**src/rtl/fads_pkg.sv**
```systemverilog
// Shared types and defaults for the FADS sort scheduler.
package fads_pkg;

    localparam int unsigned FADS_TW                 = 32;
    localparam int unsigned FADS_QAW                = 3;
    localparam int unsigned FADS_SORT_DEFAULT_PULSE = 1;

    typedef enum logic [1:0] {
        ST_IDLE = 2'd0,
        ST_WAIT = 2'd1,
        ST_FIRE = 2'd2,
        ST_GAP  = 2'd3
    } sched_state_e;

endpackage

```
**src/rtl/fads_ts_fifo.sv**
```systemverilog
// Timestamp FIFO, 2^QAW deep, show-ahead head, synchronous clear.
// A push into a full FIFO is ignored even if a pop happens in the same cycle.
module fads_ts_fifo
    import fads_pkg::*;
#(
    parameter int unsigned TW  = FADS_TW,
    parameter int unsigned QAW = FADS_QAW
) (
    input  logic          clk,
    input  logic          rst_n,
    input  logic          clear,
    input  logic          push,
    input  logic [TW-1:0] push_data,
    input  logic          pop,
    output logic [TW-1:0] head_c,
    output logic [QAW:0]  count,
    output logic          full,
    output logic          empty
);

    localparam int unsigned DEPTH = 1 << QAW;

    logic [TW-1:0]  mem [DEPTH];
    logic [QAW-1:0] wr_ptr;
    logic [QAW-1:0] rd_ptr;
    logic           do_push;
    logic           do_pop;
    logic [QAW:0]   count_d;

    // Qualify push/pop against the state before this edge.
    always_comb begin
        do_push = push & ~full & ~clear;
        do_pop  = pop & ~empty & ~clear;
        count_d = count;
        if (clear) begin
            count_d = '0;
        end else if (do_push && !do_pop) begin
            count_d = count + (QAW+1)'(1);
        end else if (do_pop && !do_push) begin
            count_d = count - (QAW+1)'(1);
        end
    end

    // Storage array, no reset needed.
    always_ff @(posedge clk) begin
        if (do_push) begin
            mem[wr_ptr] <= push_data;
        end
    end

    // Pointers, occupancy and registered full/empty flags.
    always_ff @(posedge clk or negedge rst_n) begin
        if (!rst_n) begin
            wr_ptr <= '0;
            rd_ptr <= '0;
            count  <= '0;
            full   <= 1'b0;
            empty  <= 1'b1;
        end else begin
            if (clear) begin
                wr_ptr <= '0;
                rd_ptr <= '0;
            end else begin
                if (do_push) wr_ptr <= wr_ptr + QAW'(1);
                if (do_pop)  rd_ptr <= rd_ptr + QAW'(1);
            end
            count <= count_d;
            full  <= (count_d == (QAW+1)'(DEPTH));
            empty <= (count_d == '0);
        end
    end

    assign head_c = mem[rd_ptr];

endmodule

```
**src/rtl/red_pitaya_fads_sort_sched.sv**
```systemverilog
// FADS sort scheduler: queues due-times of positive droplets and issues one
// sort pulse per droplet in arrival order with a one-cycle low gap.
// Optional statistics counters are built when FADS_SORT_STATS_EN is defined.
module red_pitaya_fads_sort_sched
    import fads_pkg::*;
#(
    parameter int unsigned TW  = FADS_TW,
    parameter int unsigned QAW = FADS_QAW
) (
    input  logic          adc_clk_i,
    input  logic          adc_rstn_i,
    input  logic          det_valid_i,
    input  logic          det_positive_i,
    input  logic          cfg_enable_i,
    input  logic [TW-1:0] cfg_delay_i,
    input  logic [TW-1:0] cfg_pulse_len_i,
    input  logic          flush_i,
    output logic          sort_trig_o,
    output logic          busy_o,
    output logic [QAW:0]  pending_o,
    output logic [TW-1:0] sorted_cnt_o,
    output logic [TW-1:0] dropped_cnt_o
);

    sched_state_e  state_q, state_d;
    logic [TW-1:0] now_q;
    logic [TW-1:0] len_q, len_d;
    logic          trig_d;
    logic          push_req_c;
    logic          pop_c;
    logic [TW-1:0] head_c;
    logic [TW-1:0] diff_c;
    logic          head_due_c;
    logic          fifo_full;
    logic          fifo_empty;

    assign push_req_c = det_valid_i & det_positive_i & cfg_enable_i & ~flush_i;
    assign diff_c     = now_q - head_c;
    assign head_due_c = ~diff_c[TW-1];

    fads_ts_fifo #(
        .TW  (TW),
        .QAW (QAW)
    ) u_fifo (
        .clk       (adc_clk_i),
        .rst_n     (adc_rstn_i),
        .clear     (flush_i),
        .push      (push_req_c & ~fifo_full),
        .push_data (now_q + cfg_delay_i),
        .pop       (pop_c),
        .head_c    (head_c),
        .count     (pending_o),
        .full      (fifo_full),
        .empty     (fifo_empty)
    );

    // Next-state logic. Any non-FIRE state may start a due pulse directly,
    // which gives the max(D,1) latency and the single-cycle inter-pulse gap.
    always_comb begin
        state_d = state_q;
        len_d   = len_q;
        trig_d  = sort_trig_o;
        pop_c   = 1'b0;
        if (flush_i) begin
            state_d = ST_IDLE;
            trig_d  = 1'b0;
        end else begin
            case (state_q)
                ST_FIRE: begin
                    if (len_q <= TW'(1)) begin
                        trig_d  = 1'b0;
                        state_d = ST_GAP;
                    end else begin
                        len_d = len_q - TW'(1);
                    end
                end
                default: begin
                    if (!fifo_empty && head_due_c) begin
                        pop_c   = 1'b1;
                        trig_d  = 1'b1;
                        len_d   = (cfg_pulse_len_i == '0) ? TW'(FADS_SORT_DEFAULT_PULSE)
                                                          : cfg_pulse_len_i;
                        state_d = ST_FIRE;
                    end else if (!fifo_empty) begin
                        state_d = ST_WAIT;
                    end else begin
                        state_d = ST_IDLE;
                    end
                end
            endcase
        end
    end

    // State, pulse length, trigger and busy registers; free-running time base.
    always_ff @(posedge adc_clk_i or negedge adc_rstn_i) begin
        if (!adc_rstn_i) begin
            state_q     <= ST_IDLE;
            len_q       <= '0;
            sort_trig_o <= 1'b0;
            busy_o      <= 1'b0;
            now_q       <= '0;
        end else begin
            state_q     <= state_d;
            len_q       <= len_d;
            sort_trig_o <= trig_d;
            busy_o      <= (state_d != ST_IDLE);
            now_q       <= now_q + TW'(1);
        end
    end

`ifdef FADS_SORT_STATS_EN
    logic [TW-1:0] sorted_q;
    logic [TW-1:0] dropped_q;

    // Saturating statistics counters.
    always_ff @(posedge adc_clk_i or negedge adc_rstn_i) begin
        if (!adc_rstn_i) begin
            sorted_q  <= '0;
            dropped_q <= '0;
        end else begin
            if (pop_c && sorted_q != '1) begin
                sorted_q <= sorted_q + TW'(1);
            end
            if (push_req_c && fifo_full && dropped_q != '1) begin
                dropped_q <= dropped_q + TW'(1);
            end
        end
    end

    assign sorted_cnt_o  = sorted_q;
    assign dropped_cnt_o = dropped_q;
`else
    assign sorted_cnt_o  = '0;
    assign dropped_cnt_o = '0;
`endif

endmodule

```
**config.mk**
```make
export PLATFORM = sky130hd
export DESIGN_NAME = red_pitaya_fads_sort_sched
export DESIGN_NICKNAME = d
export VERILOG_FILES = /design/src/rtl/fads_pkg.sv /design/src/rtl/fads_ts_fifo.sv /design/src/rtl/red_pitaya_fads_sort_sched.sv
export SDC_FILE = /design/constraint.sdc
export NUM_CORES = 1
export LEC_CHECK = 0
export BUFFER_PORTS_ARGS = -buffer_cell sky130_fd_sc_hd__clkbuf_2
export CAP_MARGIN = 10
export CORE_MARGIN = 2
export CORE_UTILIZATION = 61
export CTS_CLUSTER_SIZE = 14
export DETAILED_ROUTE_END_ITERATION = 7
export PLACE_DENSITY = 0.91
export SYNTH_ARGS = -nofsm -noshare
export SYNTH_HDL_FRONTEND = slang
export SYNTH_SLANG_ARGS = --single-unit
```
**constraint.sdc**
```tcl
create_clock -name adc_clk_i -period 6.65 [get_ports adc_clk_i]
set_input_delay 1.995 -clock adc_clk_i [delete_from_list [all_inputs] [get_ports adc_clk_i]]
set_output_delay 1.995 -clock adc_clk_i [all_outputs]
set_load 0.01 [all_outputs]
```
==> results.cfg <==
[cts]
hold_buffers = 0
cts_sinks = 336
root_buffer = clkbuf_16
cts.repair.resized = 0
htree_levels = 2
clkLatencyLatePin_ns = 0.53
cts_tree = done
path_clk_slew_ns = 0.06
max-clock-path-buffers = 3
cts_setup_buffers = 0
cts_buffers = 35

[finish]
mostFrequentLayoutCell = edfxtp_1
final_cell_mix = edfxtp_1 (256), dfrtp_1 (76), clkbuf_2 (74)
fin_area_mm2 = 0.0182
seq_area_mm2 = 0.00970
antenna_cells = 0
final_layout_size_suffix_gt1_frac = 0.174
final.fill_count = 1674
multi_input_area_mm2 = 0.00631
fin_nets = 1426
final_cells = 1655
syn2layout_area_growth_pct = 10.2

[grt]
overflow = 0
grt_pass1_vias = 10800
grt_util_all_layers = 0.273
antenna_found_initial = 0
grt_pass1_wl_mm = 59.6
grt_max_degree = 63

[setup_path]
crit_type = reg -> reg
required_ns = 7.06
r2r-start = u_fifo.rd_ptr[0]
start_kind = flip-flop
cp_max_fo = 32
startpoint = u_fifo.rd_ptr[0]
cp-end-kind = flip-flop
cp.arrival_ns = 5.67

[power]
p_per_area_mw_per_mm2 = 294
p_seq_frac = 0.475
power.switching_w = 0.00143
finalPower_w = 0.00534
peakVddDrop_v = 0.000253
intPower_w = 0.00391
p_comb_frac = 0.164
swShare = 0.268
power.share.clock = 0.360
p_leak_nw = 6.73

[timing]
drv_slew = 0
max_clock_freq_mhz = 190
finalClockSkew_ns = 0.0186
slew_headroom = 0.262
setup_tns_ns = 0
rsz0062_at_grt = no
fin_crit_sh = 0.791
finalSetupViolCount = 0
hold_viol_final = 0
tightest_slew_ns = 1.11
period_needed_ns = 5.26

[placed_design]
dp_hpwl_mm = 24.0
gp_congestion = 0.940
dp.cells = 1591
portBuffers = 75
place_area_mm2 = 0.0171

[routing]
wl_mm = 38.2
firstDrtPassIters = 6
num_vias = 10800
ant_nets = 0
avgRoutedWirePerCell_um = 23.1
drc = 0
viasPerCell = 6.51
drtIter0Drc = 1280

[logic_synthesis]
synth_edf_count = 256
synth_cell_types = 68
syn_inst = 1203
synth_seq_cells = 336
ys_async_sr_fraction = 0.238
netlist_area_mm2 = 0.0165
synth.yosys.seq_area_share = 0.587
ys_warn_count = 0
syn_avg_cell_area_um2 = 13.7
dominantRegCellSynth = edfxtp_1

[floorplanning]
initial_core_util = 0.618
die_area_mm2 = 0.0284
ios = 140
die_h_um = 168
die_w_um = 168
rows = 60
core_mm2 = 0.0267

[job]
drv_cap = 0

[min_path]
hold_class = reg -> reg
worstHoldStart = len_q[26]

[run_status]
status = finished, final reports clean
-- synth_stat cells, drive strengths merged, types with 3 or more instances --
| master | n | area, µm² |
|---|---|---|
| nor4 | 22 | 144 |
| nand3 | 24 | 120 |
| o21a | 5 | 37.5 |
| o22a | 3 | 26.3 |
| ha | 68 | 851 |
| o21ai | 57 | 289 |
| xnor2 | 49 | 429 |
| and4 | 6 | 55.1 |
| edfxtp | 256 | 7690 |
| a2111oi | 3 | 26.3 |
| a211oi | 3 | 22.5 |
| mux4 | 64 | 1440 |
| nor3 | 30 | 150 |
| a21o | 19 | 143 |
| nor2 | 68 | 255 |
| nand4 | 21 | 131 |
| dfrtp | 79 | 1980 |
| clkbuf | 32 | 120 |
| inv | 28 | 105 |
| a22oi | 10 | 75.1 |
| or3 | 5 | 31.3 |
| o2111ai | 3 | 26.3 |
| o21bai | 5 | 37.5 |
| nor2b | 9 | 56.3 |
| mux2i | 35 | 350 |
| or2 | 3 | 18.8 |
| xor2 | 17 | 149 |
| o2bb2ai | 11 | 96.3 |
| a21oi | 73 | 377 |
| o31ai | 3 | 22.5 |
| nand2b | 6 | 37.5 |
| nor3b | 5 | 37.5 |
| a31oi | 7 | 43.8 |
| or4 | 5 | 41.3 |
| buf | 77 | 558 |
| nand2 | 56 | 210 |
| and3 | 6 | 37.5 |
-- final timing paths --
| check | endpoint | slack, ns | cells past startpoint |
|---|---|---|---|
| min in group asynchronous | len_q[2] | 1.48 | 1 |
| max in group asynchronous | u_fifo.rd_ptr[0] | 4.16 | 2 |
| worst max-delay path | len_q[24] | 1.39 | 14 |
| worst min register to register | len_q[26] | 0.49 | 1 |
| worst max register to register | len_q[24] | 1.39 | 14 |
| worst min-delay path | len_q[26] | 0.49 | 1 |
-- stage by stage --
step	hold slack, ns	worst slack, ns	utilization
floorplan	0.448	0.887	-
global placement	0.470	1.32	0.639
detailed placement	0.477	1.21	0.639
CTS	0.493	1.43	0.681
global route	0.511	1.08	0.681
finish	0.494	1.39	0.681
-- layer usage --
layer  share of wire  routed length (µm)  GRT usage  vias to the layer above
met5               0                   0          0                        -
met4           0.046                1750      0.127                        0
met3           0.078                2960     0.0404                      144
met2            0.50               19100      0.463                      673
met1            0.38               14400      0.353                     5274
li1                -                   -          -                     4690
-- area by class of cell --
class	instances	area share
Sequential cell	336	0.533
Multi-Input combinational cell	793	0.347
Clock buffer	50	0.0524
Timing Repair Buffer	93	0.0296
Tap cell	341	0.0235
Clock inverter	14	0.00873
Inverter	28	0.00578
-- critical path, stage by stage (launching register included) --
cell and delay (ns):
dfrtp_4 0.86, buf_4 0.36, mux4_2 0.53, mux2i_1 0.18
ha_1 0.29, nand3_1 0.12, nor2_1 0.06, a221oi_1 0.50
o2111a_1 0.33, nand2_1 0.15, xnor2_1 0.36, o21a_1 0.74
buf_4 0.38, a21oi_1 0.07, o22a_1 0.18
-- cells by family after synthesis --
logic type      after synthesis  share of synthesized area
compound gates              222                     0.0848
xor+xnor                     66                     0.0350
fa+ha+maj                    70                     0.0534
buf+inv                     137                     0.0475
flops                       336                      0.587
mux                         100                      0.109
other cells                   1                   0.000227
simple gates                271                     0.0827
-- sequential cells by signal (all words and copies together), names as in the netlist --
signal and flops:
u_fifo.empty 1, now_q 32, u_fifo.mem 256, u_fifo.full 1, u_fifo.rd_ptr 3, state_q 2, sort_trig_o 1, u_fifo.count 4
len_q 32, u_fifo.wr_ptr 3, busy_o 1
-- power by group through the flow --
stage | sequential [W] | combinational (W) | clock (W)
2_1_floorplan | 0.00252 | 0.000716 | 0
4_1_cts | 0.00254 | 0.000872 | 0.00194
3_3_place_gp | 0.00257 | 0.000816 | 0
3_5_place_dp | 0.00258 | 0.000859 | 0
5_1_grt | 0.00256 | 0.000964 | 0.00202
6_report | 0.00254 | 0.000877 | 0.00193
Note: power is estimated with default switching activity, not from simulation.
